--- config.mk ---
export PLATFORM = sky130hd
export DESIGN_NAME = id_ex_stage
export DESIGN_NICKNAME = d
export VERILOG_FILES = /design/src/rtl/rv_pipe_pkg.sv /design/src/rtl/operand_fwd.sv /design/src/rtl/id_ex_stage.sv
export SDC_FILE = /design/constraint.sdc
export NUM_CORES = 1
export LEC_CHECK = 0
export ABC_AREA = 1
export CELL_PAD_IN_SITES_DETAIL_PLACEMENT = 0
export CELL_PAD_IN_SITES_GLOBAL_PLACEMENT = 1
export CORE_UTILIZATION = 26
export DETAILED_ROUTE_END_ITERATION = 7
export GPL_ROUTABILITY_DRIVEN = 0
export GPL_TIMING_DRIVEN = 0
export PLACE_DENSITY = 0.81
export SKIP_CTS_REPAIR_TIMING = 1
export SLEW_MARGIN = 10
export SYNTH_ARGS = -nofsm -noshare
export SYNTH_HDL_FRONTEND = slang
export SYNTH_HIERARCHICAL = 1
export SYNTH_SLANG_ARGS = --single-unit
--- constraint.sdc ---
create_clock -name clk -period 3.55 [get_ports clk]
set_input_delay 1.065 -clock clk [delete_from_list [all_inputs] [get_ports clk]]
set_output_delay 1.065 -clock clk [all_outputs]
set_load 0.01 [all_outputs]
--- src/rtl/rv_pipe_pkg.sv ---
// rv_pipe_pkg -- shared types and constants for the RV pipeline slice.
//   XLEN      default datapath width
//   REG_X0    architectural zero register index
//   fwd_sel_e operand source chosen by operand_fwd
package rv_pipe_pkg;

   localparam int XLEN = 32;
   localparam logic [4:0] REG_X0 = 5'd0;

   typedef enum logic [1:0] {
      FWD_RF  = 2'd0,
      FWD_EX  = 2'd1,
      FWD_MEM = 2'd2,
      FWD_WB  = 2'd3
   } fwd_sel_e;

endpackage

--- src/rtl/operand_fwd.sv ---
// operand_fwd -- combinational forwarding mux for one source operand.
// Priority: EX > MEM > WB > reg_file. x0 always resolves to zero.
// Macro RF_WB_BYPASS_EN: when defined the WB path forwards wb_data; when
// undefined a WB-only match raises wb_stall instead.
// Ports:
//   rs                  source register index
//   rf_data             reg_file read data for rs
//   ex_en/ex_rd/ex_data EX-stage forward candidate (ex_en already excludes loads)
//   mem_en/mem_rd/mem_data  MEM-stage forward candidate
//   wb_en/wb_rd/wb_data     WB-stage forward candidate
//   value               resolved operand
//   sel                 which source was chosen
//   wb_stall            WB-only match with the WB path removed
module operand_fwd
   import rv_pipe_pkg::*;
#(
   parameter int XLEN = rv_pipe_pkg::XLEN
) (
   input  logic [4:0]      rs,
   input  logic [XLEN-1:0] rf_data,
   input  logic            ex_en,
   input  logic [4:0]      ex_rd,
   input  logic [XLEN-1:0] ex_data,
   input  logic            mem_en,
   input  logic [4:0]      mem_rd,
   input  logic [XLEN-1:0] mem_data,
   input  logic            wb_en,
   input  logic [4:0]      wb_rd,
   input  logic [XLEN-1:0] wb_data,
   output logic [XLEN-1:0] value,
   output fwd_sel_e        sel,
   output logic            wb_stall
);

   logic ex_hit, mem_hit, wb_hit;

   assign ex_hit  = ex_en  & (ex_rd  == rs);
   assign mem_hit = mem_en & (mem_rd == rs);
   assign wb_hit  = wb_en  & (wb_rd  == rs);

   always_comb begin
      value    = rf_data;
      sel      = FWD_RF;
      wb_stall = 1'b0;
      if (rs == REG_X0) begin
         value = '0;
      end else if (ex_hit) begin
         value = ex_data;
         sel   = FWD_EX;
      end else if (mem_hit) begin
         value = mem_data;
         sel   = FWD_MEM;
`ifdef RF_WB_BYPASS_EN
      end else if (wb_hit) begin
         value = wb_data;
         sel   = FWD_WB;
      end
`else
      end else if (wb_hit) begin
         // reg_file has not absorbed the write yet; wait one cycle for it
         wb_stall = 1'b1;
      end
`endif
   end

`ifndef RF_WB_BYPASS_EN
   logic wb_data_unused;
   assign wb_data_unused = ^wb_data;
`endif

endmodule

--- src/rtl/id_ex_stage.sv ---
// id_ex_stage -- ID/EX pipeline register with operand forwarding and
// load-use / WB hazard handling.
// Macro RF_WB_BYPASS_EN: enables the WB forward path; when undefined a
// WB-only source match stalls for one cycle like a load-use.
// Ports:
//   clk, rst_n                 clock, async active-low reset
//   id_*                       decoded ID instruction bundle
//   rf_rdata1/2                reg_file read data for id_rs1/id_rs2
//   ex_result                  combinational result of the EX instruction
//   mem_rd/mem_rf_en/mem_wdata MEM writeback candidate
//   wb_rd/wb_rf_en/wb_wdata    WB writeback (same as reg_file write port)
//   flush                      kill the ID instruction
//   hold                       downstream busy, freeze EX
//   stall                      hold IF/ID this cycle
//   ex_*                       registered bundle presented to EX
module id_ex_stage
   import rv_pipe_pkg::*;
#(
   parameter int XLEN   = rv_pipe_pkg::XLEN,
   parameter int CTRL_W = 16
) (
   input  logic              clk,
   input  logic              rst_n,
   input  logic              id_valid,
   input  logic [XLEN-1:0]   id_pc,
   input  logic [4:0]        id_rs1,
   input  logic [4:0]        id_rs2,
   input  logic              id_use_rs1,
   input  logic              id_use_rs2,
   input  logic [4:0]        id_rd,
   input  logic              id_rf_en,
   input  logic              id_is_load,
   input  logic [XLEN-1:0]   id_imm,
   input  logic [CTRL_W-1:0] id_ctrl,
   input  logic [XLEN-1:0]   rf_rdata1,
   input  logic [XLEN-1:0]   rf_rdata2,
   input  logic [XLEN-1:0]   ex_result,
   input  logic [4:0]        mem_rd,
   input  logic              mem_rf_en,
   input  logic [XLEN-1:0]   mem_wdata,
   input  logic [4:0]        wb_rd,
   input  logic              wb_rf_en,
   input  logic [XLEN-1:0]   wb_wdata,
   input  logic              flush,
   input  logic              hold,
   output logic              stall,
   output logic              ex_valid,
   output logic [XLEN-1:0]   ex_pc,
   output logic [XLEN-1:0]   ex_imm,
   output logic [XLEN-1:0]   ex_opa,
   output logic [XLEN-1:0]   ex_opb,
   output logic [4:0]        ex_rd,
   output logic              ex_rf_en,
   output logic              ex_is_load,
   output logic [CTRL_W-1:0] ex_ctrl
);

   logic [XLEN-1:0] opa, opb;
   fwd_sel_e        sel1_unused, sel2_unused;  // kept for debug visibility
   logic            wbs1, wbs2;
   logic            ex_fwd_en, lu, wb_haz, bubble;

   // A load's ex_result is its address, not its data, so EX never forwards it.
   assign ex_fwd_en = ex_valid & ex_rf_en & ~ex_is_load;

   operand_fwd #(.XLEN(XLEN)) u_fwd_rs1 (
      .rs(id_rs1), .rf_data(rf_rdata1),
      .ex_en(ex_fwd_en), .ex_rd(ex_rd), .ex_data(ex_result),
      .mem_en(mem_rf_en), .mem_rd(mem_rd), .mem_data(mem_wdata),
      .wb_en(wb_rf_en), .wb_rd(wb_rd), .wb_data(wb_wdata),
      .value(opa), .sel(sel1_unused), .wb_stall(wbs1)
   );

   operand_fwd #(.XLEN(XLEN)) u_fwd_rs2 (
      .rs(id_rs2), .rf_data(rf_rdata2),
      .ex_en(ex_fwd_en), .ex_rd(ex_rd), .ex_data(ex_result),
      .mem_en(mem_rf_en), .mem_rd(mem_rd), .mem_data(mem_wdata),
      .wb_en(wb_rf_en), .wb_rd(wb_rd), .wb_data(wb_wdata),
      .value(opb), .sel(sel2_unused), .wb_stall(wbs2)
   );

   assign lu = id_valid & ex_valid & ex_is_load & (ex_rd != REG_X0) &
               ((id_use_rs1 & (id_rs1 == ex_rd)) | (id_use_rs2 & (id_rs2 == ex_rd)));

   // Always zero when the WB forward path is present.
   assign wb_haz = id_valid & ((id_use_rs1 & wbs1) | (id_use_rs2 & wbs2));

   assign bubble = lu | wb_haz;

   // Gated by rst_n so stall drops the moment reset asserts.
   assign stall = rst_n & ~flush & (hold | bubble);

   // ID -> EX boundary
   always_ff @(posedge clk or negedge rst_n) begin
      if (!rst_n) begin
         ex_valid   <= 1'b0;
         ex_rf_en   <= 1'b0;
         ex_is_load <= 1'b0;
         ex_pc      <= '0;
         ex_imm     <= '0;
         ex_opa     <= '0;
         ex_opb     <= '0;
         ex_rd      <= '0;
         ex_ctrl    <= '0;
      end else if (flush) begin
         ex_valid   <= 1'b0;
         ex_rf_en   <= 1'b0;
         ex_is_load <= 1'b0;
      end else if (hold) begin
         ex_valid   <= ex_valid;
      end else if (bubble) begin
         ex_valid   <= 1'b0;
         ex_rf_en   <= 1'b0;
         ex_is_load <= 1'b0;
      end else begin
         ex_valid   <= id_valid;
         ex_rf_en   <= id_rf_en & id_valid;
         ex_is_load <= id_is_load & id_valid;
         ex_pc      <= id_pc;
         ex_imm     <= id_imm;
         ex_opa     <= opa;
         ex_opb     <= opb;
         ex_rd      <= id_rd;
         ex_ctrl    <= id_ctrl;
      end
   end

endmodule

# Yosys cells after proc, flatten, opt, wreduce, memory -nomap -nowiden
# Index checks and enable logic that the tools add are counted.
# classes
eq_ne,9
muxes,23
n_bitwise,29
n_reduce_logical,4
# op_table
operator,n
two-way mux 32 bit,6
== test 5 bit,8
bitwise AND 1 bit,21
two-way mux 1 bit,17
zero test 5 bit,2
nonzero test 5 bit,1
NOT 1 bit,4
OR 1 bit,4
AND reduction 3 bit,1
"inequality test 2 bit, second input constant",1
# totals
ff_bits,152

# Logic depth before layout (Yosys ltp)
# Gate-level depths: netlist of the first run.
# logic_depth
depth_word,13
ltp_mapped,16
depth_no_buf,12

# Hierarchy
# Netlist of the first run, hierarchy kept.
# modules_own_cells
mod,n_inst,cells_per_inst,area_per_inst_um2,seq_area_each_um2
id_ex_stage,1,745,6503.7,3803.6
operand_fwd,2,310,1427.6,0.0

# Least setup slack after synthesis of the first run
# OpenSTA, ideal clock, no wires.
# synth_path
kind,input to output
startpoint,input port mem_rd[3]
endpoint,output port stall
t_arrival_ns,2.679
path_slack_ns,-0.194
path_stages,13
n_path_buf,3
path_cell_list,inv_1 -> nand2_1 -> nand2_1 -> nor2_2 -> nand3_4 -> buf_6 -> nand2_1 -> nor2_1 -> a22o_1 -> a21oi_1 -> buf_4 -> buf_1 -> a21oi_1
# synth_between
elab_chain_len,11
elab_cells_between_ends,17
classes_between,eq/ne (2); mux (6); bitwise (9)
# synth_lines
element,line,source
from (decl),id_ex_stage.sv:38,"input logic [4:0] mem_rd,"
== test 5 bit,operand_fwd.sv:38,assign mem_hit = mem_en & (mem_rd == rs);
bitwise AND 1 bit,operand_fwd.sv:38,
two-way mux 1 bit,operand_fwd.sv:50,end else if (mem_hit) begin
two-way mux 1 bit,operand_fwd.sv:47,end else if (ex_hit) begin
two-way mux 1 bit,operand_fwd.sv:45,if (rs == REG_X0) begin
net wbs1,id_ex_stage.sv:60,"logic wbs1, wbs2;"
bitwise AND 1 bit,id_ex_stage.sv:86,assign wb_haz = id_valid & ((id_use_rs1 & wbs1) | (id_use_rs2 & wbs2));
OR 1 bit,id_ex_stage.sv:86,
bitwise AND 1 bit,id_ex_stage.sv:86,
OR 1 bit,id_ex_stage.sv:88,assign bubble = lu | wb_haz;
OR 1 bit,id_ex_stage.sv:91,assign stall = rst_n & ~flush & (hold | bubble);
bitwise AND 1 bit,id_ex_stage.sv:91,
to (decl),id_ex_stage.sv:46,"output logic stall,"
# The timed path passes the listed nets, and every way through them passes these cells.

# Worst setup path in the final report of the first run
# layout_path
startpoint,input port id_rs2[2]
endpoint,output port stall
# layout_between
elab_chain_len,12
elab_cells_between_ends,21
classes_between,eq/ne (4); mux (4); bitwise (12); reduce/logical (1)
# layout_lines
element,line,source
from (decl),id_ex_stage.sv:27,"input logic [4:0] id_rs2,"
== test 5 bit,operand_fwd.sv:39,assign wb_hit = wb_en & (wb_rd == rs);
bitwise AND 1 bit,operand_fwd.sv:39,
two-way mux 1 bit,operand_fwd.sv:59,end else if (wb_hit) begin
two-way mux 1 bit,operand_fwd.sv:50,
two-way mux 1 bit,operand_fwd.sv:47,
two-way mux 1 bit (*),operand_fwd.sv:45,
net wbs2,id_ex_stage.sv:60,
bitwise AND 1 bit (*),id_ex_stage.sv:86,
OR 1 bit (*),id_ex_stage.sv:86,
bitwise AND 1 bit (*),id_ex_stage.sv:86,
OR 1 bit (*),id_ex_stage.sv:88,
OR 1 bit (*),id_ex_stage.sv:91,
bitwise AND 1 bit (*),id_ex_stage.sv:91,
# Mark *: on every way through the listed nets, which the timed path passes. The rest lies on a longest branch.

==> metrics.txt, run 1 <==
# TYPE chip_impl_metric gauge
chip_impl_metric{name="slew_headroom",unit="%"} 63.1
chip_impl_metric{name="drt-pass1-iter-count",unit=""} 5
chip_impl_metric{name="drv_cap",unit=""} 0
chip_impl_metric{name="switching_share",unit="%"} 30.3
chip_impl_metric{name="fmaxAchievable",unit="GHz"} 0.263
chip_impl_metric{name="standby_leakage_power",unit="nW"} 7.67
chip_impl_metric{name="antenna_found_initial",unit=""} 1
chip_impl_metric{name="utilization",unit="%"} 42.2
chip_impl_metric{name="tcrit_tclk_final",unit="%"} 107
chip_impl_metric{name="dieWidth",unit="um"} 192
chip_impl_metric{name="netlist_instances",unit=""} 1363
chip_impl_metric{name="final_hold_violations",unit=""} 0
chip_impl_metric{name="floorplan.rows",unit=""} 69
chip_impl_metric{name="via_count_of_the_first_global_routing_pass",unit=""} 10502
chip_impl_metric{name="drive_gt1_share",unit="%"} 10.6
chip_impl_metric{name="worst-endpoint-arrival",unit="ps"} 2740
chip_impl_info{name="min_path_type",value="reg2reg"} 1
chip_impl_metric{name="final_critical_path_setup_slack",unit="ps"} -256
chip_impl_metric{name="numCtsBuffers",unit=""} 17
chip_impl_metric{name="num-nets-final",unit=""} 2079
chip_impl_metric{name="synthesis.area_per_instance",unit="um2"} 6.86
chip_impl_metric{name="post-route-drc-count",unit=""} 0
chip_impl_info{name="critical_path.top_delay_family",value="buffers and inverters"} 1
chip_impl_metric{name="floorplan.core_area",unit="mm2"} 0.0355
chip_impl_info{name="run_status",value="complete, but fails checks"} 1
chip_impl_info{name="cp-start-kind",value="input pin"} 1
chip_impl_metric{name="final_design_area_no_fill",unit="mm2"} 0.0150
chip_impl_metric{name="area_delta_synth_final",unit="%"} 60.1
chip_impl_metric{name="antenna_violating_nets_post_route",unit=""} 0
chip_impl_metric{name="comb_power_share",unit="%"} 29.1
chip_impl_metric{name="wire_per_inst",unit="um"} 18.1
chip_impl_metric{name="clockPowerShare",unit="%"} 34.3
chip_impl_metric{name="drt_iter0_markers",unit=""} 535
chip_impl_metric{name="setup_violation_total_in_the_final_timing_report",unit=""} 1
chip_impl_metric{name="track_usage",unit="%"} 22.1
chip_impl_metric{name="route.detailed.vias_per_inst",unit=""} 4.73
chip_impl_metric{name="min_period",unit="ps"} 3810
chip_impl_metric{name="clock_latency",unit="ps"} 440
chip_impl_info{name="criticalPathCategory",value="in2out"} 1
chip_impl_metric{name="synth.net_count",unit=""} 1639
chip_impl_metric{name="yosys_warnings",unit=""} 6
chip_impl_info{name="failed_checks",value="negative setup slack"} 1
chip_impl_info{name="cts_tree",value="built"} 1
chip_impl_metric{name="fin_skew",unit="ps"} 8.15
chip_impl_metric{name="io_pins",unit=""} 429
chip_impl_metric{name="port_buffers",unit=""} 396
chip_impl_metric{name="die-height",unit="um"} 192
chip_impl_metric{name="grt_start_max_net_pins",unit=""} 97
chip_impl_metric{name="drv_slew",unit=""} 0
chip_impl_metric{name="placement.cell_area",unit="mm2"} 0.0139
chip_impl_metric{name="p_per_area",unit="mW/mm2"} 388
chip_impl_info{name="clockRootBuffer",value="clkbuf_16"} 1
chip_impl_metric{name="grt_pass1_wl",unit="um"} 61200
chip_impl_metric{name="path_clk_slew",unit="ps"} 60
chip_impl_metric{name="dp_hpwl",unit="um"} 31600
chip_impl_metric{name="dieArea",unit="mm2"} 0.0367
chip_impl_metric{name="part_of_the_power_in_registers",unit="%"} 36.5
chip_impl_metric{name="h-tree-depth",unit=""} 4
chip_impl_metric{name="clockBufferDepth",unit=""} 2
chip_impl_metric{name="count_of_vias_placed_by_the_detailed_router",unit=""} 10775
chip_impl_info{name="crit_path_end_kind",value="output port"} 1
chip_impl_metric{name="internal_power",unit="mW"} 4.05
chip_impl_metric{name="syn_area",unit="mm2"} 0.00935
chip_impl_metric{name="vdd_ir_drop_max",unit="uV"} 325
chip_impl_info{name="crit_chain",value="buf_12 > inv_8 > nand2_4 > nand2_4 > nor2_4 > buf_12 > nand3_4 > buf_8 > nand2_4 > nor2_4 > a22o_1 > a21oi_2 > buf_6 > buf_8 > a21oi_2 > buf_2"} 1
chip_impl_metric{name="transition_time_at_the_pin_with_the_least_slew_margin",unit="ps"} 554
chip_impl_info{name="cpMaxStageDelayCell",value="a22o_1"} 1
chip_impl_metric{name="crit_buf_inv",unit=""} 7
chip_impl_metric{name="worstPathMaxFanout",unit=""} 7
chip_impl_metric{name="critical-path-max-stage-delay",unit="ps"} 210
chip_impl_metric{name="cts_num_sinks",unit=""} 152
chip_impl_info{name="timing.critical_path.mode_cell",value="nand2_4"} 1
chip_impl_metric{name="overflow",unit=""} 0
chip_impl_metric{name="total_switching_power",unit="mW"} 1.76
chip_impl_info{name="rsz0062_at_grt",value="true"} 1
chip_impl_metric{name="route.final.wire_length",unit="um"} 41400
chip_impl_metric{name="floorplan.initialDensity",unit="%"} 26.4
chip_impl_metric{name="crit_required",unit="ps"} 2480
[state kept, by name, summed over array words and instances (netlist names)]
name / flops
ex_ctrl: 16
ex_imm: 32
ex_is_load: 1
ex_opa: 32
ex_opb: 32
ex_pc: 32
ex_rd: 5
ex_rf_en: 1
ex_valid: 1
[layout by cell type (no fill, tap or decap), types with 3 or more instances in the layout]
cell,instances
nand2_2,13
clkbuf_1,27
nor2_1,25
buf_1,8
nand2_4,4
buf_6,19
clkbuf_8,4
buf_12,5
nor2_4,7
dfrtp_1,152
clkbuf_16,17
nand3_1,66
nand4_1,220
buf_4,39
dlymetal6s2s_1,7
xnor2_1,8
nand2_1,575
inv_8,4
buf_8,6
inv_2,12
nand3_2,3
bufinv_16,3
clkdlybuf4s50_1,372
buf_2,36
inv_1,159
[power groups by stage]
stage | combinational [mW] | clock [mW] | sequential [mW]
global placement | 1.63 | 0 | 2.15
floorplan | 0.520 | 0 | 2.23
global route | 1.85 | 2.11 | 2.15
CTS | 1.66 | 2.05 | 2.12
finish | 1.69 | 1.99 | 2.12
detailed placement | 1.65 | 0 | 2.15
[tightest hold or removal path: cells and delay by family, from the launching register on]
family / cells / cell delay, ps
AND/OR/NAND/NOR: 2 / 90
flip-flops: 1 / 340
[through the flow]
step / power, mW / setup WS [ps] / hold WS (ps) / TNS (ps) / instances
after global placement: 3.78 / -5360 / 453 / -881090 / 2220
after floorplan: 2.75 / 23.8 / 507 / 0 / 1363
after global routing: 6.10 / -329 / 479 / -329 / 2277
final: 5.81 / -256 / 468 / -256 / 2279
after detailed placement: 3.80 / -1720 / 457 / -116470 / 2221
after CTS: 5.83 / -1730 / 472 / -44450 / 2253
[final timing paths]
kind                                 start    endpoint  slack (ps)  depth (start not counted)
min in group asynchronous            rst_n  ex_imm[16]         540                          1
worst max register to register    ex_rd[4]   ex_opa[6]         600                         15
worst max-delay path             id_rs2[2]       stall        -260                         16
worst min register to register  ex_opb[31]  ex_opb[31]         470                          2
worst min-delay path            ex_opb[31]  ex_opb[31]         470                          2
max in group asynchronous            rst_n    ex_rd[2]        2150                          2
[final cells by class]
cell class / instances / area [um2]
multi-input combinational: 935 / 4410
antenna: 2 / 5.00
tap: 461 / 577
fill: 3662 / 20500
clock buffer: 21 / 480
inverter: 175 / 677
sequential: 152 / 3800
clock inverter: 11 / 160
buffer: 99 / 588
timing repair buffer: 423 / 4270
[routing by layer]
metal	track usage [%]	vias to the layer above	share of wire, %
met5	0	-	0
met4	7.26	0	1.8
met3	5.37	42	7.7
li1	-	5273	-
met2	37.2	392	48
met1	27.7	5068	43
(Power assumes the default switching activity.)
==> inputs of run 2 (changes only) <==
- ABC_CLOCK_PERIOD_IN_PS: default -> 3550
==> results of run 2 <==
Final layout, timing and power as in run 1 (identical DEF).
